[src/rtl/rggen_register_bus_arbiter.sv]
// Round-robin arbiter funnelling HOSTS register-bus masters onto one register block; grant is registered, request
// fields pass through combinationally 1 cycle after valid; a host waits (valid held) until its completion pulse.
module rggen_register_bus_arbiter #(
   parameter int HOSTS         = 2,
   parameter int ADDRESS_WIDTH = 8,
   parameter int BUS_WIDTH     = 32
) (
   input  logic                           i_clk,
   input  logic                           i_rst_n,
   input  logic [HOSTS-1:0]               i_host_valid,
   input  logic [2*HOSTS-1:0]             i_host_access,
   input  logic [ADDRESS_WIDTH*HOSTS-1:0] i_host_address,
   input  logic [BUS_WIDTH*HOSTS-1:0]     i_host_write_data,
   input  logic [BUS_WIDTH*HOSTS-1:0]     i_host_strobe,
   output logic [HOSTS-1:0]               o_host_ready,
   output logic [1:0]                     o_host_status,
   output logic [BUS_WIDTH-1:0]           o_host_read_data,
   output logic                           o_register_valid,
   output logic [1:0]                     o_register_access,
   output logic [ADDRESS_WIDTH-1:0]       o_register_address,
   output logic [BUS_WIDTH-1:0]           o_register_write_data,
   output logic [BUS_WIDTH-1:0]           o_register_strobe,
   input  logic                           i_register_ready,
   input  logic [1:0]                     i_register_status,
   input  logic [BUS_WIDTH-1:0]           i_register_read_data
);
   localparam int GW = $clog2(HOSTS);

   typedef enum logic {
      IDLE,
      BUSY
   } state_t;

   state_t          state;
   state_t          state_next;
   logic [GW-1:0]   grant;
   logic [GW-1:0]   grant_next;
   logic [GW-1:0]   ptr;
   logic [GW-1:0]   ptr_next;
   logic [GW-1:0]   sel;
   logic [GW-1:0]   cand;
   logic            sel_found;

   logic [1:0]               host_access     [HOSTS];
   logic [ADDRESS_WIDTH-1:0] host_address    [HOSTS];
   logic [BUS_WIDTH-1:0]     host_write_data [HOSTS];
   logic [BUS_WIDTH-1:0]     host_strobe     [HOSTS];

   for (genvar h = 0; h < HOSTS; h++) begin : g_unpack
      assign host_access[h]     = i_host_access[2*h+:2];
      assign host_address[h]    = i_host_address[ADDRESS_WIDTH*h+:ADDRESS_WIDTH];
      assign host_write_data[h] = i_host_write_data[BUS_WIDTH*h+:BUS_WIDTH];
      assign host_strobe[h]     = i_host_strobe[BUS_WIDTH*h+:BUS_WIDTH];
   end

   // First valid host scanning upward from the priority pointer, wrapping at HOSTS.
   always_comb begin
      sel       = '0;
      cand      = '0;
      sel_found = 1'b0;
      for (int i = 0; i < HOSTS; i++) begin
         cand = GW'((int'(ptr) + i) % HOSTS);
         if (!sel_found && i_host_valid[cand]) begin
            sel_found = 1'b1;
            sel       = cand;
         end
      end
   end

   always_ff @(posedge i_clk or negedge i_rst_n) begin
      if (!i_rst_n) begin
         state <= IDLE;
         grant <= '0;
         ptr   <= '0;
      end else begin
         state <= state_next;
         grant <= grant_next;
         ptr   <= ptr_next;
      end
   end

   always_comb begin
      state_next            = state;
      grant_next            = grant;
      ptr_next              = ptr;
      o_host_ready          = '0;
      o_host_status         = '0;
      o_host_read_data      = '0;
      o_register_valid      = 1'b0;
      o_register_access     = '0;
      o_register_address    = '0;
      o_register_write_data = '0;
      o_register_strobe     = '0;
      case (state)
         IDLE: begin
            if (sel_found) begin
               state_next = BUSY;
               grant_next = sel;
            end
         end
         BUSY: begin
            o_register_valid      = 1'b1;
            o_register_access     = host_access[grant];
            o_register_address    = host_address[grant];
            o_register_write_data = host_write_data[grant];
            o_register_strobe     = host_strobe[grant];
            // No timeout: the grant is held until the register block answers.
            if (i_register_ready) begin
               o_host_ready[grant] = 1'b1;
               o_host_status       = i_register_status;
               o_host_read_data    = i_register_read_data;
               state_next          = IDLE;
               ptr_next            = (grant == GW'(HOSTS - 1)) ? '0 : grant + GW'(1);
            end
         end
         default: state_next = IDLE;
      endcase
   end
endmodule

[config.mk]
export PLATFORM = sky130hd
export DESIGN_NAME = rggen_register_bus_arbiter
export DESIGN_NICKNAME = d
export VERILOG_FILES = /design/src/rtl/rggen_register_bus_arbiter.sv
export SDC_FILE = /design/constraint.sdc
export NUM_CORES = 1
export LEC_CHECK = 0
export CORE_AREA = 2 2 116 118
export CTS_BUF_LIST = sky130_fd_sc_hd__clkbuf_16
export DETAILED_ROUTE_END_ITERATION = 12
export DIE_AREA = 0 0 118 120
export PLACE_DENSITY = 0.61
export SYNTH_ARGS = -nofsm -noshare
export SYNTH_HDL_FRONTEND = slang
export SYNTH_SLANG_ARGS = --single-unit
export TNS_END_PERCENT = 30
[constraint.sdc]
create_clock -name i_clk -period 1.6 [get_ports i_clk]
set_input_delay 0.16 -clock i_clk [delete_from_list [all_inputs] [get_ports i_clk]]
set_output_delay 0.16 -clock i_clk [all_outputs]
set_load 0.01 [all_outputs]
==> results of run 1 <==
==> kinds of logic after synthesis <==
| family | Yosys count | share of synthesized area [%] |
|---|---|---|
| AOI/OAI and AO/OA | 3 | 1.45 |
| buffers and inverters | 24 | 9.88 |
| DFF | 3 | 4.36 |
| muxes | 74 | 43.0 |
| and+or+nand+nor | 114 | 41.3 |
==> worst register-to-register path, cell delays in order, from the launching register on <==
cell and delay [ns]:
dfrtp_4 0.52, buf_12 0.17, clkbuf_16 0.18, buf_4 0.15, a2bb2oi_1 0.13
==> cells in the final DEF (no fill, tap or decap) <==
cell type / n
nand2_1: 2
clkdlybuf4s15_1: 1
clkdlybuf4s15_2: 5
inv_1: 1
nor2b_1: 76
clkdlybuf4s50_1: 186
a2bb2oi_1: 1
mux2i_2: 2
and3b_2: 1
buf_2: 45
buf_6: 1
buf_12: 3
dfrtp_1: 1
o31a_1: 1
dfrtp_2: 1
buf_4: 5
dlygate4sd2_1: 36
dfrtp_4: 1
buf_16: 3
clkbuf_2: 24
a21o_1: 1
mux2i_1: 72
and3_1: 35
clkbuf_16: 6
==> metal layers <==
metal	routed length, um	part of all wire (%)	track usage [%]	up-vias
met1	3710	38	13.0	1231
li1	-	-	-	1338
met5	0	0	0	-
met4	126	1.3	3.24	0
met2	5170	53	23.8	156
met3	790	8.1	3.18	8
==> path summary, 6_finish.rpt <==
path                            cells after the start  slack, ns                     to
worst max-delay path                                5      -0.04  o_register_address[1]
worst min-delay path                                1       0.13        ptr$_DFFE_PN0P_
worst max register to register                      4       0.33      grant$_DFFE_PN0P_
worst min register to register                      1       0.49        ptr$_DFFE_PN0P_
max in group asynchronous                           1       1.29      grant$_DFFE_PN0P_
min in group i_clk                                  1       0.49        ptr$_DFFE_PN0P_
==> per-stage QoR <==
stage	TNS, ns	instance area, sq um	hold WS (ns)	utilization [%]	instances
finish	-0.515	4720	0.132	36.4	686
global route	-3.57	4720	0.136	36.4	686
CTS	-0.899	4730	0.130	36.4	682
detailed placement	-10.10	4870	0.365	37.5	676
global placement	-9.03	4870	0.359	37.5	676
floorplan	0	1720	-0.136	-	218
==> final cells by class <==
type                    count  area, sq um  area share [%]
clock buffers               3         75.1            1.59
clock inverters             1         3.75          0.0795
multi-input cells         191         1490            31.5
flip-flops and latches      3         80.1            1.70
well taps                 176          220            4.67
repair buffers            312         2860            60.5
==> state kept, by name, indices dropped and copies added, names as in the netlist <==
name / flops
ptr: 1
grant: 1
state: 1
==> repair_timing <==
item	4_1_cts	5_1_grt
setup endpoints to repair	111	77
gates cloned	1	3
setup buffers	1	1
gates resized for setup	273	42
==> power by group <==
part / leakage [nW] / internal [mW] / total, mW / switching, mW
clock: 0.0423 / 0.322 / 0.389 / 0.0669
sequential: 0.0332 / 0.0983 / 0.129 / 0.0305
combinational: 2.27 / 1.41 / 2.42 / 1.01
total: 2.35 / 1.83 / 2.93 / 1.10
==> impl_metrics.yaml, run 1 <==
setup_path:
  slowest_delay_ns: 0.52
  worstSetupEndpointType: "primary output"
  critical_path.max_fanout: 6
  cp-start-kind: "flip-flop"
  arrival_ns: 1.48
  worstSetupStartpoint: "grant$_DFFE_PN0P_"
  crit_type: "reg -> out"
  cp_cell_sequence: "buf_12 > buf_16 > mux2i_2 > nor2b_1 > buf_2"
  critical_path_buf_inv_count: 3
  crit_required_ns: 1.44
  cpLargestDelayFamily: "flip-flops"
  slowest_stage: "dfrtp_4"
  r2r-start: "grant$_DFFE_PN0P_"
clock_network:
  cts_tree: "done"
  clkSinkCount: 3
  cts-root-buf: "clkbuf_16"
  clock_latency_ns: 0.22
  holdBufCountCts: 0
  htree_levels: 1
  cts_buffers: 3
  clk_path_buf_depth: 2
  path_clk_slew_ns: 0.03
yosys:
  synth_ff_type: "dfrtp_1"
  synth_edf_count: 0
  synth.most_common_cell: "nor2b_1"
  postSynthAreaPerCell_sq_um: 7.90
  synth_warnings: 0
  ys_types: 14
  synth_cells: 218
  seq_area_frac_synth_pct: 4.36
  synth.area.top_cells: "mux2i_1 43%, nor2b_1 28%, and3_1 13%"
  synth_nets: 405
  synth_seq_cells: 3
  netlist_area_sq_um: 1720
  yosysTopAreaCellShare_pct: 43.0
  synth-async-reset-ratio_pct: 100
  synth_top_area_cell: "mux2i_1"
  synthTopCellsByCount: "76 x nor2b_1, 74 x mux2i_1, 35 x and3_1"
pwr:
  power.leakage_nw: 2.35
  fin_total_pwr_mw: 2.93
  ir_drop_v: 0.000327
  p_per_area_nw_per_um2: 622
cells_and_area:
  drive_gt1_share_pct: 19.0
  antenna_cells: 0
  area_growth_pct: 174
  nets: 698
  num-fill-cells: 1359
floorplan:
  core-area_sq_um: 13000
  rows: 42
  start_util_pct: 13.3
  die_w_um: 118
  io_pins: 298
  fp.dieH_um: 120
  die_area_sq_um: 14200
placed_design:
  gp_congestion: 0.737
  dp_slack_ns: -0.163
  hpwl_um: 7880
  port_buffers: 297
timing:
  finalHoldViolCount: 0
  rsz0062_at_grt: "true"
  post-route-min-period_ns: 1.64
  fmax_mhz: 610
  fin_crit_sh_pct: 102
  setup_slack_ns: -0.0381
  finalSetupViolations: 35
  slew_viol_final: 0
  slew_headroom_pct: 85.1
  tightest_slew_ns: 0.224
  clock-skew-final_ns: 0.000140
global_route:
  grt_max_degree: 70
  antenna_found_initial: 0
  grt_pass1_vias: 2864
  grt-ovfl-total: 0
  grtUsageTotal_pct: 12.2
  grt_pass1_wl_um: 14200
run_status:
  violations: "setup timing"
  status: "finished, violations left"
detailed_routing:
  final_antenna_net_count: 0
  avgViaCountPerCell: 3.98
  dr.pass1.iters: 3
  wl_per_cell_um: 14.3
  wl_um: 9800
  drt_iter0_markers: 22
  drc: 0
  via_count: 2733
worst_hold_path:
  hold_path.class: "in -> async"
flow_run:
  drv_cap: 0
Note: power is estimated with default switching activity, not from simulation.
==> run 2, diff against run 1 <==
--- a/config.mk
+++ b/config.mk
@@ -13,4 +13,3 @@
 export SYNTH_ARGS = -nofsm -noshare
 export SYNTH_HDL_FRONTEND = slang
 export SYNTH_SLANG_ARGS = --single-unit
-export TNS_END_PERCENT = 30
==> run 2 against run 1 <==
- the run now ends clean
- wire length grew 7.3%
- clock power barely moved
- total power rose by 7.2%
- sequential cell count did not move
- maximum frequency rose by 2.5%
- core utilization rose by 0.94 points
- sequential share of layout area about the same
- non-clock buffer count increased by 11
- clock skew hardly changed
- via count rose by 2.4%
- global-route usage is 1.3 points higher
- largest power group unchanged
==> impl_metrics.yaml, run 2 (same netlist as run 1, synthesis figures left out) <==
timing:
  setup_slack_ns: 0.00111
  slew_viol_final: 0
  fin_crit_sh_pct: 99.9
  clock-skew-final_ns: 0.0000422
  tightest_slew_ns: 0.159
  finalHoldViolCount: 0
  rsz0062_at_grt: "true"
  tns_ns: 0
  fmax_mhz: 625
  post-route-min-period_ns: 1.60
  slew_headroom_pct: 89.1
  finalSetupViolations: 0
detailed_routing:
  dr.pass1.iters: 4
  drt_iter0_markers: 29
  drc: 0
  top_layer_used: "met4"
  via_count: 2799
  route.met2.wl_um: 5660
  wl_met3_um: 884
  final_antenna_net_count: 0
  wl_per_cell_um: 15.1
  wl_met1_um: 3840
  wl_um: 10500
  avgViaCountPerCell: 4.02
floorplan:
  core-area_sq_um: 13000
  fp.dieH_um: 120
  die_area_sq_um: 14200
  start_util_pct: 13.3
  io_pins: 298
  die_w_um: 118
  rows: 42
placed_design:
  dp_slack_ns: -0.163
  hpwl_um: 7880
  place_inst: 676
  port_buffers: 297
  dpl_cell_area_sq_um: 4870
  gp_congestion: 0.737
cells_and_area:
  stdcell_area_sq_um: 4840
  nets: 709
  drive_gt1_share_pct: 23.0
  area_growth_pct: 181
  finalNonFillerCells: 697
  top_regs: "grant x1, ptr x1, state x1"
  num-fill-cells: 1356
  layout_common_cells: "185 x clkdlybuf4s50_1, 77 x buf_2, 76 x nor2b_1"
  antenna_cells: 0
  final_common_cell: "clkdlybuf4s50_1"
clock_network:
  holdBufCountCts: 0
  path_clk_slew_ns: 0.03
  cts_buffers: 3
  clkSinkCount: 3
  cts_tree: "done"
  htree_levels: 1
  cts-root-buf: "clkbuf_16"
  clock_latency_ns: 0.22
  clk_path_buf_depth: 2
setup_path:
  r2r-start: "grant$_DFFE_PN0P_"
  worstSetupStartpoint: "grant$_DFFE_PN0P_"
  worstSetupEndpointType: "primary output"
  crit_end: "o_register_address[1]"
  reg2reg_slack_ns: 0.38
  crit_required_ns: 1.44
  critical_path.max_fanout: 7
  cp-start-kind: "flip-flop"
  r2r_end: "grant$_DFFE_PN0P_"
  crit_type: "reg -> out"
  arrival_ns: 1.44
  r2r_cells: 4
global_route:
  grt-ovfl-total: 0
  antenna_found_initial: 0
  grtUsageTotal_pct: 13.5
  grt_pass1_wl_um: 15500
  grt_pass1_vias: 3011
  grt_max_degree: 44
flow_run:
  drv_cap: 0
pwr:
  p_per_area_nw_per_um2: 650
  power.leakage_nw: 2.43
  ir_drop_v: 0.000338
  fin_total_pwr_mw: 3.15
run_status:
  status: "complete, no violations"
worst_hold_path:
  hold_path.class: "in -> async"
-- run 2: layout make-up --
type                            count  area [sq um]  share of cell area, %
Clock inverter                      1          3.75                 0.0775
Tap cell                          176           220                   4.55
Multi-Input combinational cell    191          1480                   30.6
Timing Repair Buffer              323          2980                   61.6
Sequential cell                     3          80.1                   1.65
Clock buffer                        3          75.1                   1.55
-- run 2: routing by layer --
metal / vias to the layer above / GRT usage [%]
met5: - / 0
met4: 0 / 3.31
met3: 10 / 3.90
met2: 158 / 26.5
met1: 1272 / 14.0
li1: 1359 / -
-- run 2: how the worst min path moves through the flow --
stage	end	slack [ns]
after floorplan	grant$_DFFE_PN0P_	-0.14
after global placement	ptr$_DFFE_PN0P_	0.36
after detailed placement	ptr$_DFFE_PN0P_	0.37
after CTS	ptr$_DFFE_PN0P_	0.13
after global routing	ptr$_DFFE_PN0P_	0.14
final	ptr$_DFFE_PN0P_	0.13
-- run 2: what timing repair did --
action,CTS,global route
gates cloned,6,5
endpoints found under the setup margin,111,64
gates resized for setup,343,32
setup buffers,5,1
-- run 2: critical path: stages (launching register included) --
cell	delay [ns]
dfrtp_4	0.50
buf_12	0.17
buf_12	0.14
mux2i_2	0.15
nor2b_1	0.12
buf_2	0.14
-- run 2: metrics by stage --
stage / util (%) / hold WS, ns
2_1_floorplan: - / -0.136
3_3_place_gp: 37.5 / 0.359
3_5_place_dp: 37.5 / 0.365
4_1_cts: 37.3 / 0.130
5_1_grt: 37.3 / 0.136
6_report: 37.3 / 0.130
-- run 2: where the power goes --
group | switching, mW | leakage, nW | internal (mW) | total [mW]
Clock | 0.0674 | 0.0423 | 0.322 | 0.390
Combinational | 1.08 | 2.35 | 1.56 | 2.64
Sequential | 0.0211 | 0.0332 | 0.0982 | 0.119
